`src/rtl/sysctrl_pkg.sv`:
```
// Shared register offsets, parameter limits and the latched-write record
// for the sysctrl Wishbone register block.
package sysctrl_pkg;

    localparam logic [7:0] OFF_PWRGOOD  = 8'h00;
    localparam logic [7:0] OFF_CLK_OUT  = 8'h04;
    localparam logic [7:0] OFF_TRAP_OUT = 8'h08;
    localparam logic [7:0] OFF_IRQ_SRC  = 8'h0C;
    localparam logic [7:0] OFF_PWR_EVT  = 8'h10;
    localparam logic [7:0] OFF_PWR_IEN  = 8'h14;

    localparam int N_MIN = 1;
    localparam int N_MAX = 8;

    // A claimed write is held here until the ack cycle ends, then committed.
    typedef struct packed {
        logic             we;
        logic [7:0]       off;
        logic [N_MAX-1:0] dat;
    } wr_req_t;

endpackage

```
`src/rtl/pwrgood_sync.sv`:
```
// One power-good channel: two-flop synchroniser plus a history flop that
// flags a synchronised 1->0 transition.
module pwrgood_sync (
    input  logic clk,
    input  logic rst,
    input  logic async_in,
    output logic sync_out,
    output logic fall
);

    logic meta_q;
    logic sync_q;
    logic hist_q;

    always_ff @(posedge clk) begin
        if (rst) begin
            meta_q <= 1'b0;
            sync_q <= 1'b0;
            hist_q <= 1'b0;
        end else begin
            meta_q <= async_in;
            sync_q <= meta_q;
            hist_q <= sync_q;
        end
    end

    assign sync_out = sync_q;
    assign fall     = hist_q & ~sync_q;

endmodule

```
`src/rtl/sysctrl_gen_wb.sv`:
```
// System-control register block on a classic Wishbone slave port: routing
// selects, power-good status and sticky power-fail events with an interrupt.
module sysctrl_gen_wb
    import sysctrl_pkg::*;
#(
    parameter logic [31:0] BASE_ADR = 32'h2F00_0000,
    parameter int          N_PWR    = 4,
    parameter int          N_CLK    = 2,
    parameter int          N_IRQ    = 2
) (
    input  logic             wb_clk_i,
    input  logic             wb_rst_i,
    input  logic [31:0]      wb_dat_i,
    input  logic [31:0]      wb_adr_i,
    input  logic [3:0]       wb_sel_i,
    input  logic             wb_cyc_i,
    input  logic             wb_stb_i,
    input  logic             wb_we_i,
    output logic [31:0]      wb_dat_o,
    output logic             wb_ack_o,
    input  logic [N_PWR-1:0] pwrgood_i,
    output logic [N_CLK-1:0] clk_output_dest,
    output logic             trap_output_dest,
    output logic [N_IRQ-1:0] irq_inputsrc,
    output logic             pwr_irq_o
);

    localparam bit PARAMS_OK = (N_PWR >= N_MIN) && (N_PWR <= N_MAX) &&
                               (N_CLK >= N_MIN) && (N_CLK <= N_MAX) &&
                               (N_IRQ >= N_MIN) && (N_IRQ <= N_MAX);

    logic [N_PWR-1:0] pg_sync;
    logic [N_PWR-1:0] pg_fall;

    for (genvar i = 0; i < N_PWR; i++) begin : g_pwr
        pwrgood_sync u_sync (
            .clk      (wb_clk_i),
            .rst      (wb_rst_i),
            .async_in (pwrgood_i[i]),
            .sync_out (pg_sync[i]),
            .fall     (pg_fall[i])
        );
    end

    logic [N_CLK-1:0] clk_q;
    logic             trap_q;
    logic [N_IRQ-1:0] irq_src_q;
    logic [N_PWR-1:0] evt_q;
    logic [N_PWR-1:0] ien_q;
    wr_req_t          pend_q;

    logic             claim;
    logic             commit;
    logic [31:0]      rd_data;
    logic [N_PWR-1:0] evt_clr;

    assign claim  = wb_cyc_i & wb_stb_i & ~wb_ack_o &
                    (wb_adr_i[31:8] == BASE_ADR[31:8]);
    assign commit = wb_ack_o & pend_q.we;

    always_comb begin
        rd_data = '0;
        case (wb_adr_i[7:0])
            OFF_PWRGOOD:  rd_data[N_PWR-1:0] = pg_sync;
            OFF_CLK_OUT:  rd_data[N_CLK-1:0] = clk_q;
            OFF_TRAP_OUT: rd_data[0]         = trap_q;
            OFF_IRQ_SRC:  rd_data[N_IRQ-1:0] = irq_src_q;
            OFF_PWR_EVT:  rd_data[N_PWR-1:0] = evt_q;
            OFF_PWR_IEN:  rd_data[N_PWR-1:0] = ien_q;
            default:      rd_data = '0;
        endcase
    end

    always_comb begin
        evt_clr = '0;
        if (commit && pend_q.off == OFF_PWR_EVT) begin
            evt_clr = pend_q.dat[N_PWR-1:0];
        end
    end

    // New falling edges are OR-ed in after the clear so a coincident event wins.
    always_ff @(posedge wb_clk_i) begin
        if (wb_rst_i) begin
            wb_ack_o  <= 1'b0;
            wb_dat_o  <= '0;
            pend_q    <= '0;
            clk_q     <= '0;
            trap_q    <= 1'b0;
            irq_src_q <= '0;
            evt_q     <= '0;
            ien_q     <= '0;
            pwr_irq_o <= 1'b0;
        end else begin
            wb_ack_o <= claim;
            if (claim) begin
                wb_dat_o   <= rd_data;
                pend_q.we  <= wb_we_i & wb_sel_i[0];
                pend_q.off <= wb_adr_i[7:0];
                pend_q.dat <= wb_dat_i[N_MAX-1:0];
            end
            if (commit) begin
                case (pend_q.off)
                    OFF_CLK_OUT:  clk_q     <= pend_q.dat[N_CLK-1:0];
                    OFF_TRAP_OUT: trap_q    <= pend_q.dat[0];
                    OFF_IRQ_SRC:  irq_src_q <= pend_q.dat[N_IRQ-1:0];
                    OFF_PWR_IEN:  ien_q     <= pend_q.dat[N_PWR-1:0];
                    default: ;
                endcase
            end
            evt_q     <= (evt_q & ~evt_clr) | pg_fall;
            pwr_irq_o <= |(evt_q & ien_q);
        end
    end

    assign clk_output_dest  = clk_q;
    assign trap_output_dest = trap_q;
    assign irq_inputsrc     = irq_src_q;

    logic unused_ok;
    assign unused_ok = ^{wb_dat_i[31:N_MAX], wb_sel_i[3:1], pend_q.dat, PARAMS_OK};

endmodule

```
`config.mk`:
```
export PLATFORM = sky130hd
export DESIGN_NAME = sysctrl_gen_wb
export DESIGN_NICKNAME = d
export VERILOG_FILES = /design/src/rtl/sysctrl_pkg.sv /design/src/rtl/pwrgood_sync.sv /design/src/rtl/sysctrl_gen_wb.sv
export SDC_FILE = /design/constraint.sdc
export NUM_CORES = 1
export LEC_CHECK = 0
export BUFFER_PORTS_ARGS = -buffer_cell sky130_fd_sc_hd__buf_2
export CAP_MARGIN = 20
export CORE_ASPECT_RATIO = 1.4
export CORE_MARGIN = 2
export CORE_UTILIZATION = 45
export DETAILED_ROUTE_END_ITERATION = 8
export GPL_TIMING_DRIVEN = 1
export HOLD_SLACK_MARGIN = 0.12
export PLACE_DENSITY_LB_ADDON = 0.08
export SYNTH_ARGS = -nofsm -noshare
export SYNTH_HDL_FRONTEND = slang
export SYNTH_SLANG_ARGS = --single-unit
```
`constraint.sdc`:
```
create_clock -name wb_clk_i -period 2.1 [get_ports wb_clk_i]
set_input_delay 0.315 -clock wb_clk_i [delete_from_list [all_inputs] [get_ports wb_clk_i]]
set_output_delay 0.315 -clock wb_clk_i [all_outputs]
set_load 0.03 [all_outputs]
```
==> metrics.md, run 1 <==
| Metric | Value |
|---|---|
| Status | finished, final reports clean |
| Maxcap violations | 0 |
| Setup Buffers After CTS | 0 |
| Worst vdd ir | between 0.0004 and 0.0005 V |
| CP max-delay cell | nor4_1 |
| Die ar. | roughly 5400 um^2 |
| Sink Count | 44 |
| Die X | 62.9 um |
| Die height | 86.5 um |
| Layout cells sized above 1 | between 20% and 30% |
| Initial antenna violation count | 0 |
| Mapped cell area | roughly 2200 um^2 |
| Finish-stage setup viols | 0 |
| Slew @ Worst Pin | 0.578 ns |
| CP max FO | 4 |
| Synth top area cells | dfxtp_1 (40%), buf_4 (10%), mux2i_1 (6.4%) |
| Worst path max stage delay | 0.46 ns |
| Clock Tree Root | clkbuf_8 |
| Clock Pin Slew Worst Setup and Hold Paths | 0.09 ns |
| Kind of critical path | in -> reg |
| CTS tree | yes |
| Final min period | about 1.5 ns |
| Count leader, synth | dfxtp_1 |
| Clk buf depth | 2 |
| Slew Viols, Final | 0 |
| Required time worst endpoint | 2.33 ns |
| P_leak | 1.03 nW |
| Vias in the first global route | ~1700 |
| Library cells used by synthesis | 36 |
| Total CTS buffers | 5 |
| Post-synth EDFFs | 0 |
| Synth Instances | ~250 |
| P_int | between 1 and 1.5 mW |
| Pwr/cell area | 666 nW/um^2 |
| Yosys top cell area share | between 40 and 50% |
| Starting Density | 45.9% |
| Fin. Hold Viols | 0 |
| Util after Layout | between 50% and 60% |
| Post-synth ARST share | 0% |
| Logic pwr share | between 10% and 20% |
| Synth cell count leaders | dfxtp_1 (44), buf_4 (29), a21oi_1 (21) |
| Clk pwr share | between 30% and 40% |
| Worst slack, placed | between 0.3 and 0.4 ns |
| Synth warn | 0 |
| Synth Area in Simple Gates | 27.2% |
| First-pass GRT wire length | approximately 7700 um |
| Overall Global Routing Usage | 17.9% |
| Core Box Area | about 4800 um^2 |
| Multiplexer share of the synthesized area | under 10% |
| Setup ws final | approximately 0.65 ns |
| PostCTS Resize Cnt | 0 |
| Pre-antenna DRT Iters | 4 |
| Via/cell ratio | between 5 and 6 |
| Vias | roughly 1900 |
| # rows | 30 |
| Setup TNS | 0 ns |
| P_sw | 427 uW |
| Largest family of logic cells by synthesized area | simple AND/OR/NAND/NOR gates |
| Avg Cell Area, Syn | 8.82 um^2 |
| PortBufs | 56 |
| RSZ-0062 raised after global routing | false |
| Final HPWL DP | ~3500 um |
| Post-synthesis xor/xnor area fraction | 0% |
| Sw Share | 25.3% |
| CP endpoint kind | register |
| Largest net degree at the start of global routing | 35 |
| WP buf/inv | 1 |
| Synth Area in Compound Gates | about an eighth |
| Routed wire per std cell | 12.7 um |
| Global route total overflow | 0 |
| Adder-cell share of the synthesized area | 0% |
| Routed wire length | 4680 um |
| Crit path DAT | roughly 1.7 ns |
| Final nets | between 300 and 400 |
| Routability cong. | slightly above 0.8 |
| Area Overhead vs Synth | 15.7% |
| CP top delay family | simple AND/OR/NAND/NOR gates |
| Flop pwr share | about half |
| Hold-fix buffers, CTS | 0 |
| Period utilization | 69.1% |
| Worst slew margin | 61.1% |
| PnR Total Power | 1.68 mW |
| Largest area contributor in the netlist | dfxtp_1 |
| Register area share after synthesis | a little over 40% |
| Seq cells post-synth | 44 |
| Worst setup SP type | primary input |
| Post-synth top flop | dfxtp_1 |
| Clock skew | between 0.008 and 0.009 ns |
| Antenna fix cells | 0 |
| Clock latency on the worst-skew pair | about 0.3 ns |
| Min-delay worst type | in -> reg |
| DRC viols | 0 |
| Top-Level Pins | 116 |
| H-tree Lvls | 2 |
| DRT iter0 DRCs | slightly below 100 |
| Post-DRT Antenna Nets | 0 |
| Worst-path cell chain | buf_2 > or3_1 > nor4_1 > nand4_1 > a21oi_1 |
| Highest Clock Rate | 689 MHz |
==> cell type report <==
cell class                      instances  area, um^2
Clock buffer                            5        68.8
Clock inverter                          3        46.3
Fill cell                             483        2240
Inverter                                6        22.5
Multi-Input combinational cell        184        1110
Sequential cell                        44         881
Tap cell                               64        80.1
Timing Repair Buffer                   61         318
==> worst register-to-register path: stages (launching register included) <==
cell and delay [ns]:
dfxtp_1 0.35, nor4b_1 0.27, and4_1 0.21, buf_4 0.22, and2_1 0.19, o32ai_1 0.08
==> cell families (layout without fill, tap and decap cells) <==
family,count (synthesis),count (layout)
and+or+nand+nor,91,91
AOI/OAI and AO/OA,51,51
buffers and inverters,47,75
DFF,44,44
muxes,14,14
other,1,28
==> per-layer routing <==
layer | global-route usage (%) | vias up | share of wire (%)
met4 | 9.90 | 0 | 3.6
met2 | 29.8 | 79 | 48
met3 | 4.68 | 15 | 7.1
met1 | 21.0 | 861 | 41
li1 | - | 941 | -
met5 | 0 | - | 0
==> per-stage QoR <==
step | area (um^2) | std cells | hold slack [ns]
2_1_floorplan | 2290 | 275 | 0.414
3_3_place_gp | 2410 | 359 | 0.417
3_5_place_dp | 2410 | 359 | 0.427
4_1_cts | 2530 | 367 | 0.216
5_1_grt | 2530 | 367 | 0.206
6_report | 2530 | 367 | 0.220
==> path summary, 6_finish.rpt <==
kind / startpoint / slack [ns] / end / cells after the start
worst max-delay path: wb_adr_i[5] / 0.65 / wb_dat_o[3] / 5
worst min-delay path: pwrgood_i[0] / 0.22 / g_pwr[0].u_sync.meta_q / 2
worst max register to register: wb_ack_o / 0.67 / wb_dat_o[0] / 5
worst min register to register: g_pwr[1].u_sync.meta_q / 0.44 / g_pwr[1].u_sync.sync_out / 1
==> cells in the final DEF, fill, tap and decap left out, drive strengths merged, types with 3 or more instances in the layout <==
master  instances
conb           28
clkbuf          5
inv             7
nand3          16
nand4b          5
nor4bb          3
a21oi          21
nor3            4
nand2b         14
mux2i          14
nor2            5
buf            61
dfxtp          44
nand4           7
nor2b          15
o21ai          24
nor4            7
==> power by group through the flow <==
stage	Sequential [mW]	Combinational [mW]	Clock [mW]
after floorplan	0.868	0.153	0
after global placement	0.870	0.169	0
after detailed placement	0.871	0.169	0
after CTS	0.851	0.169	0.681
after global routing	0.852	0.184	0.719
final	0.851	0.170	0.663
==> flip-flops by register name, summed over array words and instances (netlist names) <==
| name | cells |
|---|---|
| evt_q | 4 |
| clk_output_dest | 2 |
| pwr_irq_o | 1 |
| g_pwr.u_sync.meta_q | 4 |
| wb_ack_o | 1 |
| trap_output_dest | 1 |
| g_pwr.u_sync.hist_q | 4 |
| ien_q | 4 |
| g_pwr.u_sync.sync_out | 4 |
| wb_dat_o | 4 |
| pend_q | 13 |
| irq_inputsrc | 2 |
No activity file was read; power rests on OpenSTA's default activity.
==> run 2, diff against run 1 <==
==> constraint.sdc (replaced) <==
create_clock -name wb_clk_i -period 1.5 [get_ports wb_clk_i]
set_input_delay 0.225 -clock wb_clk_i [delete_from_list [all_inputs] [get_ports wb_clk_i]]
set_output_delay 0.225 -clock wb_clk_i [all_outputs]
set_load 0.03 [all_outputs]
==> metrics.md, run 2 (synthesized netlist as in run 1, its figures left out) <==
| Metric | Value |
|---|---|
| Total CTS buffers | 5 (unchanged) |
| Worst slew margin | 61.8% (was 61.1%) |
| Slew @ Worst Pin | 0.572 ns (was 0.578 ns) |
| Die height | 86.5 um (unchanged) |
| Maxcap violations | 0 (unchanged) |
| Pre-antenna DRT Iters | 4 (unchanged) |
| Final min period | 1.39 ns |
| Via/cell ratio | 5.09 (was 5.17) |
| Max reg flops | 13 (unchanged) |
| Most frequent cells in the layout | buf_2 (56), dfxtp_1 (44), conb_1 (28), a21oi_1 (21) (was buf_2 (56), dfxtp_1 (44), conb_1 (28), a21oi_1 (21), o21ai_0 (17)) |
| H-tree Lvls | 2 (unchanged) |
| Core Box Area | 4770 um^2 (unchanged) |
| CP endpoint kind | register (unchanged) |
| Vias | 1897 (was 1896) |
| Vias in the first global route | 1723 (unchanged) |
| Finish-stage setup viols | 0 (unchanged) |
| Worst slack, placed | -0.0871 ns (was 0.329 ns) |
| Clock skew | 0.0101 ns (was 0.00852 ns) |
| Final HPWL DP | 3640 um (was 3480 um) |
| Pwr/cell area | 901 nW/um^2 (was 666 nW/um^2) |
| Fin. Hold Viols | 0 (unchanged) |
| Biggest register | pend_q (unchanged) |
| Worst vdd ir | 0.000600 V (was 0.000427 V) |
| Starting Density | 45.9% (unchanged) |
| RSZ-0062 raised after global routing | false (unchanged) |
| Routability cong. | 0.848 (was 0.824) |
| Overall Global Routing Usage | 18.1% (was 17.9%) |
| Clock Pin Slew Worst Setup and Hold Paths | 0.09 ns (about the same) |
| Area Overhead vs Synth | 19.3% (was 15.7%) |
| DRC viols | 0 (unchanged) |
| # rows | 30 (unchanged) |
| P_leak | 1.07 nW (was 1.03 nW) |
| Highest Clock Rate | ~720 MHz |
| Commonest non-fill, non-tap cell in the layout | buf_2 (unchanged) |
| Largest net degree at the start of global routing | 35 (unchanged) |
| Antenna fix cells | 0 (unchanged) |
| Routed wire per std cell | 13.2 um (was 12.7 um) |
| Setup ws final | 0.113 ns (was 0.649 ns) |
| CP max FO | 18 (was 4) |
| First-pass GRT wire length | 7760 um (was 7670 um) |
| Clk buf depth | 2 (unchanged) |
| Design area | 2610 um^2 (was 2530 um^2) |
| Period utilization | between 90 and 100% |
| Clock Tree Root | clkbuf_8 (unchanged) |
| Initial antenna violation count | 0 (unchanged) |
| Final nets | 385 (was 379) |
| Worst hold slack | 0.129 ns (was 0.220 ns) |
| Worst setup SP type | register (was primary input) |
| PortBufs | 56 (unchanged) |
| Setup TNS | 0 ns (unchanged) |
| Sink Count | 44 (unchanged) |
| Fill count | 503 (was 483) |
| Die X | 62.9 um (unchanged) |
| Crit path DAT | 1.56 ns (was 1.68 ns) |
| Clock latency on the worst-skew pair | 0.30 ns (about the same) |
| Min-delay worst type | in -> reg (unchanged) |
| Placed cell area | 2470 um^2 (was 2410 um^2) |
| Post-DRT Antenna Nets | 0 (unchanged) |
| Layout cells sized above 1 | 24.9% (was 23.4%) |
| Top-Level Pins | 116 (unchanged) |
| Kind of critical path | reg -> reg (was in -> reg) |
| Slew Viols, Final | 0 (unchanged) |
| Status | finished, final reports clean (unchanged) |
| CTS tree | yes (unchanged) |
| Die ar. | 5440 um^2 (unchanged) |
| DRT iter0 DRCs | 69 (was 99) |
| Global route total overflow | 0 (unchanged) |
| Required time worst endpoint | 1.67 ns (was 2.33 ns) |
| Routed wire length | 4920 um (was 4680 um) |
## run 2: per-stage QoR
step / total power [mW] / utilization (%) / instances
after CTS: 2.38 / 54.5 / 372
after global routing: 2.46 / 54.8 / 373
after detailed placement: 1.46 / 51.8 / 363
after floorplan: 1.43 / - / 275
after global placement: 1.46 / 51.8 / 363
final: 2.35 / 54.8 / 373
## run 2: critical path, stage by stage, from the launching register on
cell	delay (ns)
dfxtp_1	0.35
nor4b_2	0.25
and4_1	0.26
buf_12	0.16
and2_1	0.16
o32ai_1	0.08
## run 2: path summary, 6_finish.rpt
| path | startpoint | end | slack, ns | cells past startpoint |
|---|---|---|---|---|
| hold / removal | pwrgood_i[2] | g_pwr[2].u_sync.meta_q | 0.13 | 2 |
| setup reg to reg | wb_ack_o | wb_dat_o[1] | 0.11 | 5 |
| hold reg to reg | g_pwr[1].u_sync.meta_q | g_pwr[1].u_sync.sync_out | 0.44 | 1 |
| setup / recovery | wb_ack_o | wb_dat_o[1] | 0.11 | 5 |
## run 2: timing repair
item / CTS / global route
gates resized for setup: 0 / 2
hold buffers: 1 / 0
buffers inserted: 0 / 1
setup endpoints to repair: 0 / 6
hold endpoints to repair: 1 / 0
## run 2: where the power goes
part	total (mW)	internal, mW	switching [mW]
Clock	0.913	0.501	0.411
Combinational	0.249	0.0808	0.168
Sequential	1.19	1.18	0.00769
Total	2.35	1.77	0.587
## run 2: area by class of cell
class / count / area, um^2 / share of cell area (%)
Multi-Input combinational cell: 184 / 1120 / 42.9
Sequential cell: 44 / 881 / 33.7
Timing Repair Buffer: 67 / 390 / 15.0
Tap cell: 64 / 80.1 / 3.07
Clock buffer: 5 / 68.8 / 2.64
Clock inverter: 3 / 47.5 / 1.82
Inverter: 6 / 22.5 / 0.863
## run 2: per-layer routing
metal	up-vias	part of all wire [%]	GRT usage (%)
met5	-	0	0
met4	0	3.1	9.29
met3	12	5.5	3.90
met2	74	48	31.9
met1	857	43	20.6
li1	954	-	-
